--- config.mk ---
export PLATFORM = sky130hd
export DESIGN_NAME = spi_reg_responder
export DESIGN_NICKNAME = d
export VERILOG_FILES = /design/src/rtl/spi_resp_pkg.sv /design/src/rtl/spi_sync_edge.sv /design/src/rtl/spi_reg_responder.sv
export SDC_FILE = /design/constraint.sdc
export NUM_CORES = 1
export LEC_CHECK = 0
export CORE_UTILIZATION = 35
export CTS_CLUSTER_DIAMETER = 80
export DETAILED_ROUTE_END_ITERATION = 8
export DONT_BUFFER_PORTS = 1
export SLEW_MARGIN = 30
export SYNTH_ARGS = -nofsm -noshare
export SYNTH_HDL_FRONTEND = slang
export SYNTH_SLANG_ARGS = --single-unit
--- constraint.sdc ---
create_clock -name Clk -period 2 [get_ports Clk]
set_input_delay 0.2 -clock Clk [delete_from_list [all_inputs] [get_ports Clk]]
set_output_delay 0.2 -clock Clk [all_outputs]
set_load 0.02 [all_outputs]
--- src/rtl/spi_resp_pkg.sv ---
// Shared types and command-byte field positions for the SPI register responder.
package spi_resp_pkg;

    typedef enum logic [1:0] {IDLE, CMD, DATA} spi_state_t;

    localparam int         CMD_ADDR_MSB = 7;
    localparam int         CMD_ADDR_LSB = 3;
    localparam int         CMD_DIR_BIT  = 1;
    localparam logic [7:0] DUMMY_BYTE   = 8'h00;

endpackage

--- src/rtl/spi_sync_edge.sv ---
// Multi-flop synchronizer for one asynchronous SPI pin with registered-level
// rise/fall pulse outputs. RST_VAL should match the pin's idle level so reset release is edge-free.
module spi_sync_edge #(
    parameter int   STAGES  = 2,
    parameter logic RST_VAL = 1'b0
) (
    input  logic Clk,
    input  logic Reset_n,
    input  logic i_async,
    output logic o_level,
    output logic o_rise,
    output logic o_fall
);

    logic [STAGES-1:0] r_sync;
    logic              r_prev;

    always_ff @(posedge Clk or negedge Reset_n) begin
        if (!Reset_n) begin
            r_sync <= {STAGES{RST_VAL}};
            r_prev <= RST_VAL;
        end else begin
            r_sync <= {r_sync[STAGES-2:0], i_async};
            r_prev <= r_sync[STAGES-1];
        end
    end

    assign o_level = r_sync[STAGES-1];
    assign o_rise  =  r_sync[STAGES-1] & ~r_prev;
    assign o_fall  = ~r_sync[STAGES-1] &  r_prev;

endmodule

--- src/rtl/spi_reg_responder.sv ---
// SPI mode-0 slave bridging a command byte + data-byte stream onto register strobes.
// Define SPI_RESP_AUTO_INC_EN to make the register address advance after every data byte.
module spi_reg_responder
    import spi_resp_pkg::*;
#(
    parameter int ADDR_W      = 5,
    parameter int SYNC_STAGES = 2
) (
    input  logic              Clk,
    input  logic              Reset_n,
    input  logic              spi_ss_n,
    input  logic              spi_sclk,
    input  logic              spi_mosi,
    output logic              spi_miso,
    output logic              miso_oe,
    input  logic [7:0]        status_in,
    output logic              wr_en,
    output logic [ADDR_W-1:0] wr_addr,
    output logic [7:0]        wr_data,
    output logic              rd_en,
    output logic [ADDR_W-1:0] rd_addr,
    input  logic [7:0]        rd_data,
    output logic              busy,
    output logic              xfer_done
);

    logic w_sclk_rise, w_sclk_fall, w_sclk_lvl;
    logic w_ss_rise, w_ss_fall, w_ss_lvl;
    logic w_mosi, w_mosi_rise, w_mosi_fall;

    spi_sync_edge #(.STAGES(SYNC_STAGES), .RST_VAL(1'b0)) u_sync_sclk (
        .Clk(Clk), .Reset_n(Reset_n), .i_async(spi_sclk),
        .o_level(w_sclk_lvl), .o_rise(w_sclk_rise), .o_fall(w_sclk_fall)
    );

    spi_sync_edge #(.STAGES(SYNC_STAGES), .RST_VAL(1'b1)) u_sync_ss (
        .Clk(Clk), .Reset_n(Reset_n), .i_async(spi_ss_n),
        .o_level(w_ss_lvl), .o_rise(w_ss_rise), .o_fall(w_ss_fall)
    );

    spi_sync_edge #(.STAGES(SYNC_STAGES), .RST_VAL(1'b0)) u_sync_mosi (
        .Clk(Clk), .Reset_n(Reset_n), .i_async(spi_mosi),
        .o_level(w_mosi), .o_rise(w_mosi_rise), .o_fall(w_mosi_fall)
    );

    spi_state_t        r_state;
    logic [7:0]        r_rx;
    logic [7:0]        r_tx;
    logic [7:0]        r_tx_next;
    logic [2:0]        r_bitcnt;
    logic [ADDR_W-1:0] r_addr;
    logic              r_dir;
    logic              r_boundary;
    logic              r_rd_wait;
    logic              r_rd_lat;

    logic [7:0]        w_rx_new;
    logic [ADDR_W-1:0] w_cmd_addr;
    logic [ADDR_W-1:0] w_addr_next;

    assign w_rx_new   = {r_rx[6:0], w_mosi};
    assign w_cmd_addr = w_rx_new[CMD_ADDR_MSB -: ADDR_W];

`ifdef SPI_RESP_AUTO_INC_EN
    assign w_addr_next = r_addr + ADDR_W'(1);
`else
    assign w_addr_next = r_addr;
`endif

    assign spi_miso = r_tx[7];

    always_ff @(posedge Clk or negedge Reset_n) begin
        if (!Reset_n) begin
            r_state    <= IDLE;
            r_rx       <= 8'h00;
            r_tx       <= 8'h00;
            r_tx_next  <= 8'h00;
            r_bitcnt   <= 3'd0;
            r_addr     <= '0;
            r_dir      <= 1'b0;
            r_boundary <= 1'b0;
            r_rd_wait  <= 1'b0;
            r_rd_lat   <= 1'b0;
            miso_oe    <= 1'b0;
            busy       <= 1'b0;
            xfer_done  <= 1'b0;
            wr_en      <= 1'b0;
            wr_addr    <= '0;
            wr_data    <= 8'h00;
            rd_en      <= 1'b0;
            rd_addr    <= '0;
        end else begin
            wr_en     <= 1'b0;
            rd_en     <= 1'b0;
            xfer_done <= 1'b0;
            // Two-cycle wait gives a registered register file a full cycle to answer.
            r_rd_wait <= 1'b0;
            r_rd_lat  <= r_rd_wait;
            if (r_rd_lat)
                r_tx_next <= rd_data;

            if (r_state == IDLE) begin
                if (w_ss_fall) begin
                    r_state    <= CMD;
                    r_tx       <= status_in;
                    r_rx       <= 8'h00;
                    r_bitcnt   <= 3'd0;
                    r_boundary <= 1'b0;
                    miso_oe    <= 1'b1;
                    busy       <= 1'b1;
                end
            end else begin
                if (w_sclk_rise) begin
                    r_rx     <= w_rx_new;
                    r_bitcnt <= r_bitcnt + 3'd1;
                    if (r_bitcnt == 3'd7) begin
                        r_boundary <= 1'b1;
                        if (r_state == CMD) begin
                            r_state <= DATA;
                            r_addr  <= w_cmd_addr;
                            r_dir   <= w_rx_new[CMD_DIR_BIT];
                            if (w_rx_new[CMD_DIR_BIT]) begin
                                r_tx_next <= DUMMY_BYTE;
                            end else begin
                                rd_en     <= 1'b1;
                                rd_addr   <= w_cmd_addr;
                                r_rd_wait <= 1'b1;
                            end
                        end else if (r_dir) begin
                            wr_en     <= 1'b1;
                            wr_addr   <= r_addr;
                            wr_data   <= w_rx_new;
                            r_addr    <= w_addr_next;
                            r_tx_next <= DUMMY_BYTE;
                        end else begin
                            rd_en     <= 1'b1;
                            rd_addr   <= w_addr_next;
                            r_addr    <= w_addr_next;
                            r_rd_wait <= 1'b1;
                        end
                    end
                end

                // First fall after a completed byte presents the prepared reply byte.
                if (w_sclk_fall) begin
                    if (r_boundary) begin
                        r_tx       <= r_tx_next;
                        r_boundary <= 1'b0;
                    end else begin
                        r_tx <= {r_tx[6:0], 1'b0};
                    end
                end

                // Deselect wins over everything except a strobe already issued this cycle.
                if (w_ss_rise) begin
                    r_state    <= IDLE;
                    r_rx       <= 8'h00;
                    r_tx       <= 8'h00;
                    r_bitcnt   <= 3'd0;
                    r_boundary <= 1'b0;
                    miso_oe    <= 1'b0;
                    busy       <= 1'b0;
                    xfer_done  <= 1'b1;
                end
            end
        end
    end

endmodule

==> results of run 1 <==
## routing by layer
metal	share of wire [%]	track usage [%]	wire, um
met2	45	18.80	2220
met3	6.2	5.058	304
met4	1.6	5.859	77
met5	0	0	0
met1	47	16.74	2327
## synth_stat cells, drive strengths merged
cell / n
dfrtp: 63
mux2: 31
nor2: 26
nand2: 23
mux2i: 21
buf: 9
o21ai: 9
a21oi: 8
inv: 7
a31oi: 5
nand2b: 5
clkbuf: 3
dfstp: 3
nor2b: 3
ha: 2
nor3: 2
a2111oi: 1
a32o: 1
and3: 1
and3b: 1
nand3b: 1
o21a: 1
o22ai: 1
## worst max path at each step
stage,startpoint,to,slack (ps),depth (start not counted)
after floorplan,r_bitcnt[0]$_DFFE_PN0P_,wr_data[6]$_DFFE_PN0P_,180,8
after global placement,r_bitcnt[0]$_DFFE_PN0P_,wr_addr[0]$_DFFE_PN0P_,50,6
after detailed placement,r_bitcnt[0]$_DFFE_PN0P_,wr_data[1]$_DFFE_PN0P_,0.7,6
after CTS,r_state[0]$_DFFE_PN0P_,r_tx[7]$_DFFE_PN0P_,140,4
after global routing,r_state[0]$_DFFE_PN0P_,r_tx[7]$_DFFE_PN0P_,5,4
final,r_state[0]$_DFFE_PN0P_,r_tx[7]$_DFFE_PN0P_,180,4
## registers in the layout, indices dropped and copies added (netlist names), 2 cells and up
name / count
wr_addr: 5
r_state: 2
u_sync_mosi.r_sync: 2
u_sync_sclk.r_sync: 2
r_tx_next: 8
rd_addr: 5
u_sync_ss.r_sync: 2
r_rx: 7
wr_data: 8
r_tx: 8
r_bitcnt: 3
r_addr: 5
## power by group
group | total [mW] | internal (mW) | switching (mW)
Clock | 1.13 | 0.669 | 0.459
Combinational | 0.271 | 0.135 | 0.137
Sequential | 1.51 | 1.43 | 0.0797
Total | 2.91 | 2.23 | 0.676
## through the flow
stage / instance area, sq um / hold slack [ps] / setup slack (ps) / power, mW / utilization, %
3_5_place_dp: 2927 / -93.59 / 0.6679 / 1.768 / 37.68
5_1_grt: 3199 / 7.222 / 5.247 / 3.060 / 41.19
4_1_cts: 3199 / 8.447 / 136.5 / 2.951 / 41.19
3_3_place_gp: 2927 / -93.87 / 46.76 / 1.763 / 37.68
6_report: 3199 / 22.39 / 180.9 / 2.905 / 41.19
2_1_floorplan: 2823 / -95.59 / 180.7 / 1.717 / -
## cells in the final DEF (no fill, tap or decap)
master         netlist  final
nand2_1             23     23
clkinv_2             0      1
mux2i_1             21     21
buf_16               0      1
nand3b_4             1      1
ha_1                 2      2
and3_2               0      1
nor3_1               1      1
o21ai_0              9      9
dfrtp_1             63     63
a32o_1               1      1
nand2b_4             1      1
a21oi_1              7      7
clkbuf_8             0     12
buf_4                4      8
clkbuf_1             3      1
o22ai_1              1      1
nand2b_1             4      4
inv_1                7      7
nor2_2               1      1
mux2_2              30     30
o21a_1               1      1
nor2_1              24     24
a2111oi_4            1      1
dfstp_2              3      3
and3b_1              1      1
nor3_2               1      1
dlygate4sd3_1        0      4
a21oi_2              1      1
a31oi_1              5      5
nor2b_1              3      3
bufinv_16            0      1
mux2_1               1      1
nor2_4               1      1
## critical path, stage by stage (launching register included)
cell and delay [ps]:
dfrtp_1 530, nor2_4 280, a21oi_1 90, a21oi_2 410, mux2_2 390
## final cells by class
class	count	area [sq um]	area share (%)
clock buffer	13	168.9	5.280
clock inverter	2	35.03	1.095
inverter	7	26.28	0.8213
multi-input combinational	142	1059	33.09
sequential	66	1655	51.74
tap	102	127.6	3.989
timing repair buffer	13	127.6	3.989
## cells by family (layout without fill, tap and decap cells)
family,Yosys count,count (layout)
flip-flops,66,66
AND/OR/NAND/NOR,62,62
multiplexers,52,52
AO/OA/AOI/OAI,26,26
buffers and inverters,19,35
adder cells (fa/ha/maj),2,2
## timing repair
action | 4_1_cts | 5_1_grt
hold buffers | 5 | 0
setup endpoints to repair | 1 | 0
gates resized for setup | 1 | 0
hold endpoints to repair | 69 | 0
==> qor.txt, run 1 <==
gr ovfl total = 0
Crit Reg-Reg Startpoint = r_state[0]$_DFFE_PN0P_
row count = 32
worst hold path depth = 2
hold_sp = rd_data[5]
Yosys reg bits = 66
Worst Skew = 5.467 ps
Clock transition at path regs = 70 ps
Synth top area share = 55.85%
Reg2Reg Depth = 4
post-synth cell types = 32
Crit Path Max Fanout = 10
yosys warns = 0
RePlAce Congestion = 0.7317
DR vias = 1,630
All-Layer GR Usage = 12.84%
R2R setup slack = 180 ps
number of buffers created by CTS = 9
Final min period = 1819 ps
Layout fillers = 753
complex-gate fraction of the synthesized area = 6.073%
die width = 91.81 um
Peak Freq = 549.7 MHz
DIE AREA = 0.008428 sq mm
largest area contributor in the netlist = dfrtp_1
Antenna diodes = 0
H-tree depth = 3
Num Clock Sinks = 66
TritonRoute pass-1 iters = 4
drt initial violations = 48
Pwr per Cell Area = 908.0 mW/mm^2
RSZ-0062 raised after global routing = no
Final setup viols = 0
main combinational cell family by area after synthesis = multiplexers
Initial Utilization = 36.34%
Avg WL per Cell = 14.29 um
Post-Synthesis Cells = 227
status = completed
peak supply drop = 0.0003013 V
number of vias per cell = 4.725
IO Pins = 45
Setup TNS = 0 ps
vias in the first global route = 1,637
CTS tree = built
Avg Cell Area, Syn = 12.43 sq um
Syn Nets = 250
reg2reg end = r_tx[7]$_DFFE_PN0P_
crit path DAT = 2040 ps
pin count of the biggest net entering global routing = 67
Port Buffers = 0
area growth from synthesis to layout = 13.34%
routed wire length = 4930 um
synth top area cells = dfrtp_1 56%, mux2_2 12%, mux2i_1 7.4%, nor2_1 3.2%, nand2_1 3.1%
chip height = 91.81 um
antenna violations before repair = 0
Critical Path RT = 2220 ps
HP Class = input port to flop
Leakage = 1.492 nW
Final Hold Fails = 0
sequential share of the synthesized area = 58.64%
share of post-route cells with drive strength above 1 = 26.34%
slew margin rel. = 65.16%
Crit Path Class = flop to flop
mux cell area share after synthesis = 19.81%
CP Capture Type = flop
Mapped Area = 0.002823 sq mm
WHS Endpoint = r_tx_next[5]$_DFF_PN0_
clock latency on the worst-skew pair = 330 ps
Post-DP HPWL = 3267 um
core region area = 0.007767 sq mm
post-route insts no fill = 345
# DRC = 0
XOR/XNOR Fraction of Synth Area = 0%
max cap viols = 0
Synth Area in Adders = 0.8865%
CTS root buffer = clkbuf_8
Slew Viols, Final = 0
post-placement cell count = 325
post-route ant nets = 0
final worst-path cycle share = 90.95%
maximum clock path buffer count = 2
Slew @ Worst Pin = 522.6 ps
first-pass GRT wire length = 8224 um
final net count = 262
Post-CTS Setup Bufs = 0
simple-gate area share of the yosys netlist = 10.68%
critical path launch point type = flop
Note: power is estimated with default switching activity, not from simulation.
==> run 2: changes to the inputs <==
ABC_AREA = 1   (was not set)
==> run 2 against run 1 <==
- first-iteration DRC count is 150% higher
- final area is 3.2% higher
- maximum frequency is 12% higher
- global-route usage is 1.7 points higher
- setup slack better by 200 ps
- via count is 27% higher
- clock skew is 2.3 ps higher
- area after synthesis is 1.7% higher
- sequential power is 9% higher
- largest power group unchanged
==> qor.txt, run 2 <==
status = completed
Syn Nets = 347
Reg2Reg Depth = 6
Setup TNS = 0 ps
async set-reset flop share out of synthesis = 100.0%
Post-CTS Hold Fix Bufs = 5
slew margin rel. = 72.83%
Slew Viols, Final = 0
Leakage = 1.649 nW
GR peak layer = met2
DIE AREA = 0.008570 sq mm
synth top area cells = dfrtp_1 55%, nand2_1 19%, o21ai_0 3.7%, mux2i_1 2.8%, dfstp_2 2.7%
Post-CTS Setup Bufs = 0
worst hold path depth = 2
Final setup viols = 0
All-Layer GR Usage = 14.52%
Crit Path Class = flop to flop
Peak Freq = 617.1 MHz
maximum clock path buffer count = 2
area growth from synthesis to layout = 14.99%
critical path launch point type = flop
PostCTS Resize Cnt = 0
Crit Path Max Fanout = 20
Clock transition at path regs = 70 ps
Initial Utilization = 36.59%
TritonRoute pass-1 iters = 4
number of buffers created by CTS = 9
pin count of the biggest net entering global routing = 67
Mapped Area = 0.002872 sq mm
Avg Cell Area, Syn = 8.863 sq um
met1 usage = 19.80%
max cap viols = 0
multi-input logic area = 0.001074 sq mm
RePlAce Congestion = 0.7471
CTS root buffer = clkbuf_8
IO Pins = 45
vias in the first global route = 1,912
largest area contributor in the netlist = dfrtp_1
H-tree depth = 3
Yosys reg bits = 66
antenna violations before repair = 0
CTS tree = built
peak supply drop = 0.0004239 V
routed wire length = 5766 um
row count = 32
HP Class = input port to flop
RSZ-0062 raised after global routing = no
Post-synth EDFFs = 0
gr ovfl total = 0
Synth top area share = 54.90%
Pwr per Cell Area = 1254 mW/mm^2
crit path DAT = 1850 ps
DR vias = 2,070
Port Buffers = 0
Critical Path RT = 2230 ps
Post-DP HPWL = 3830 um
Final Hold Fails = 0
post-route ant nets = 0
drt initial violations = 118
Avg WL per Cell = 13.13 um
Final min period = 1620 ps
Post-Synthesis Cells = 324
post-synth cell types = 27
Top Registers = r_tx x8, r_tx_next x8, wr_data x8
# DRC = 0
final net count = 355
met2 Resource Use GR = 20.49%
clock latency on the worst-skew pair = 340 ps
top post-synthesis cells by count = 146 x nand2_1, 63 x dfrtp_1, 21 x o21ai_0
Worst Skew = 7.798 ps
grt met3 use = 4.269%
Layout fillers = 788
die width = 92.58 um
number of vias per cell = 4.715
chip height = 92.58 um
final worst-path cycle share = 81.02%
WHS = 40.63 ps
sequential share of the synthesized area = 57.65%
FF+latch area = 0.001655 sq mm
Antenna diodes = 0
share of post-route cells with drive strength above 1 = 12.17%
Num Clock Sinks = 66
count leader, synth = nand2_1
Post-synth top flop = dfrtp_1
first-pass GRT wire length = 9418 um
Slew @ Worst Pin = 407.5 ps
yosys warns = 0
CP Capture Type = flop
commonest non-fill, non-tap cell in the layout = nand2_1
core region area = 0.007848 sq mm
most frequent cells in the layout = 146 x nand2_1, 63 x dfrtp_1, 21 x o21ai_0
-- run 2: path summary, 6_finish.rpt --
path | startpoint | to | slack (ps)
max | r_bitcnt[0]$_DFFE_PN0P_ | wr_data[5]$_DFFE_PN0P_ | 380
min in group asynchronous | Reset_n | r_tx[6]$_DFFE_PN0P_ | 420
max in group asynchronous | Reset_n | u_sync_ss.r_sync[0]$_DFF_PN1_ | 1280
min reg2reg | u_sync_mosi.r_sync[0]$_DFF_PN0_ | u_sync_mosi.r_sync[1]$_DFF_PN0_ | 350
max reg2reg | r_bitcnt[0]$_DFFE_PN0P_ | wr_data[5]$_DFFE_PN0P_ | 380
min | rd_data[6] | r_tx_next[6]$_DFF_PN0_ | 40
-- run 2: layout make-up --
type                            instances  share of cell area [%]
Clock buffer                           12                   5.002
Clock inverter                          4                   3.638
Tap cell                              102                   3.865
Inverter                               18                   2.122
Timing Repair Buffer                    8                   2.728
Multi-Input combinational cell        229                   32.51
Sequential cell                        66                   50.13
-- run 2: cells by family after synthesis --
family / share of synthesized area [%]
AOI/OAI and AO/OA: 7.843
adders and majority gates: 0.8713
buffers and inverters: 4.967
DFF: 57.65
muxes: 2.789
and+or+nand+nor: 25.88
-- run 2: routing by layer --
layer	wire length [um]	share of wire [%]
met1	2771	48
met2	2545	44
met3	316	5.5
met4	132	2.3
met5	0	0
-- run 2: stage by stage --
stage               setup WS (ps)  instances  cell area [sq um]  util, %  power [mW]
finish                      379.6        439               3302    42.08       4.140
global route                236.1        439               3302    42.08       4.372
CTS                         368.3        439               3302    42.08       4.187
detailed placement          386.1        418               2949    37.58       2.570
global placement            444.7        418               2949    37.58       2.555
floorplan                   644.0        324               2872        -       2.421
-- run 2: worst max-delay path, cell delays in order, from the launching register on --
cell,delay (ps)
dfrtp_1,400
ha_1,210
ha_1,230
nand2_2,240
nor2_2,50
buf_4,200
o21a_1,190
-- run 2: where the power goes --
group	switching, mW	internal [mW]	leakage (nW)
Clock	0.502	1.06	0.143
Combinational	0.644	0.283	0.623
Sequential	0.165	1.49	0.883
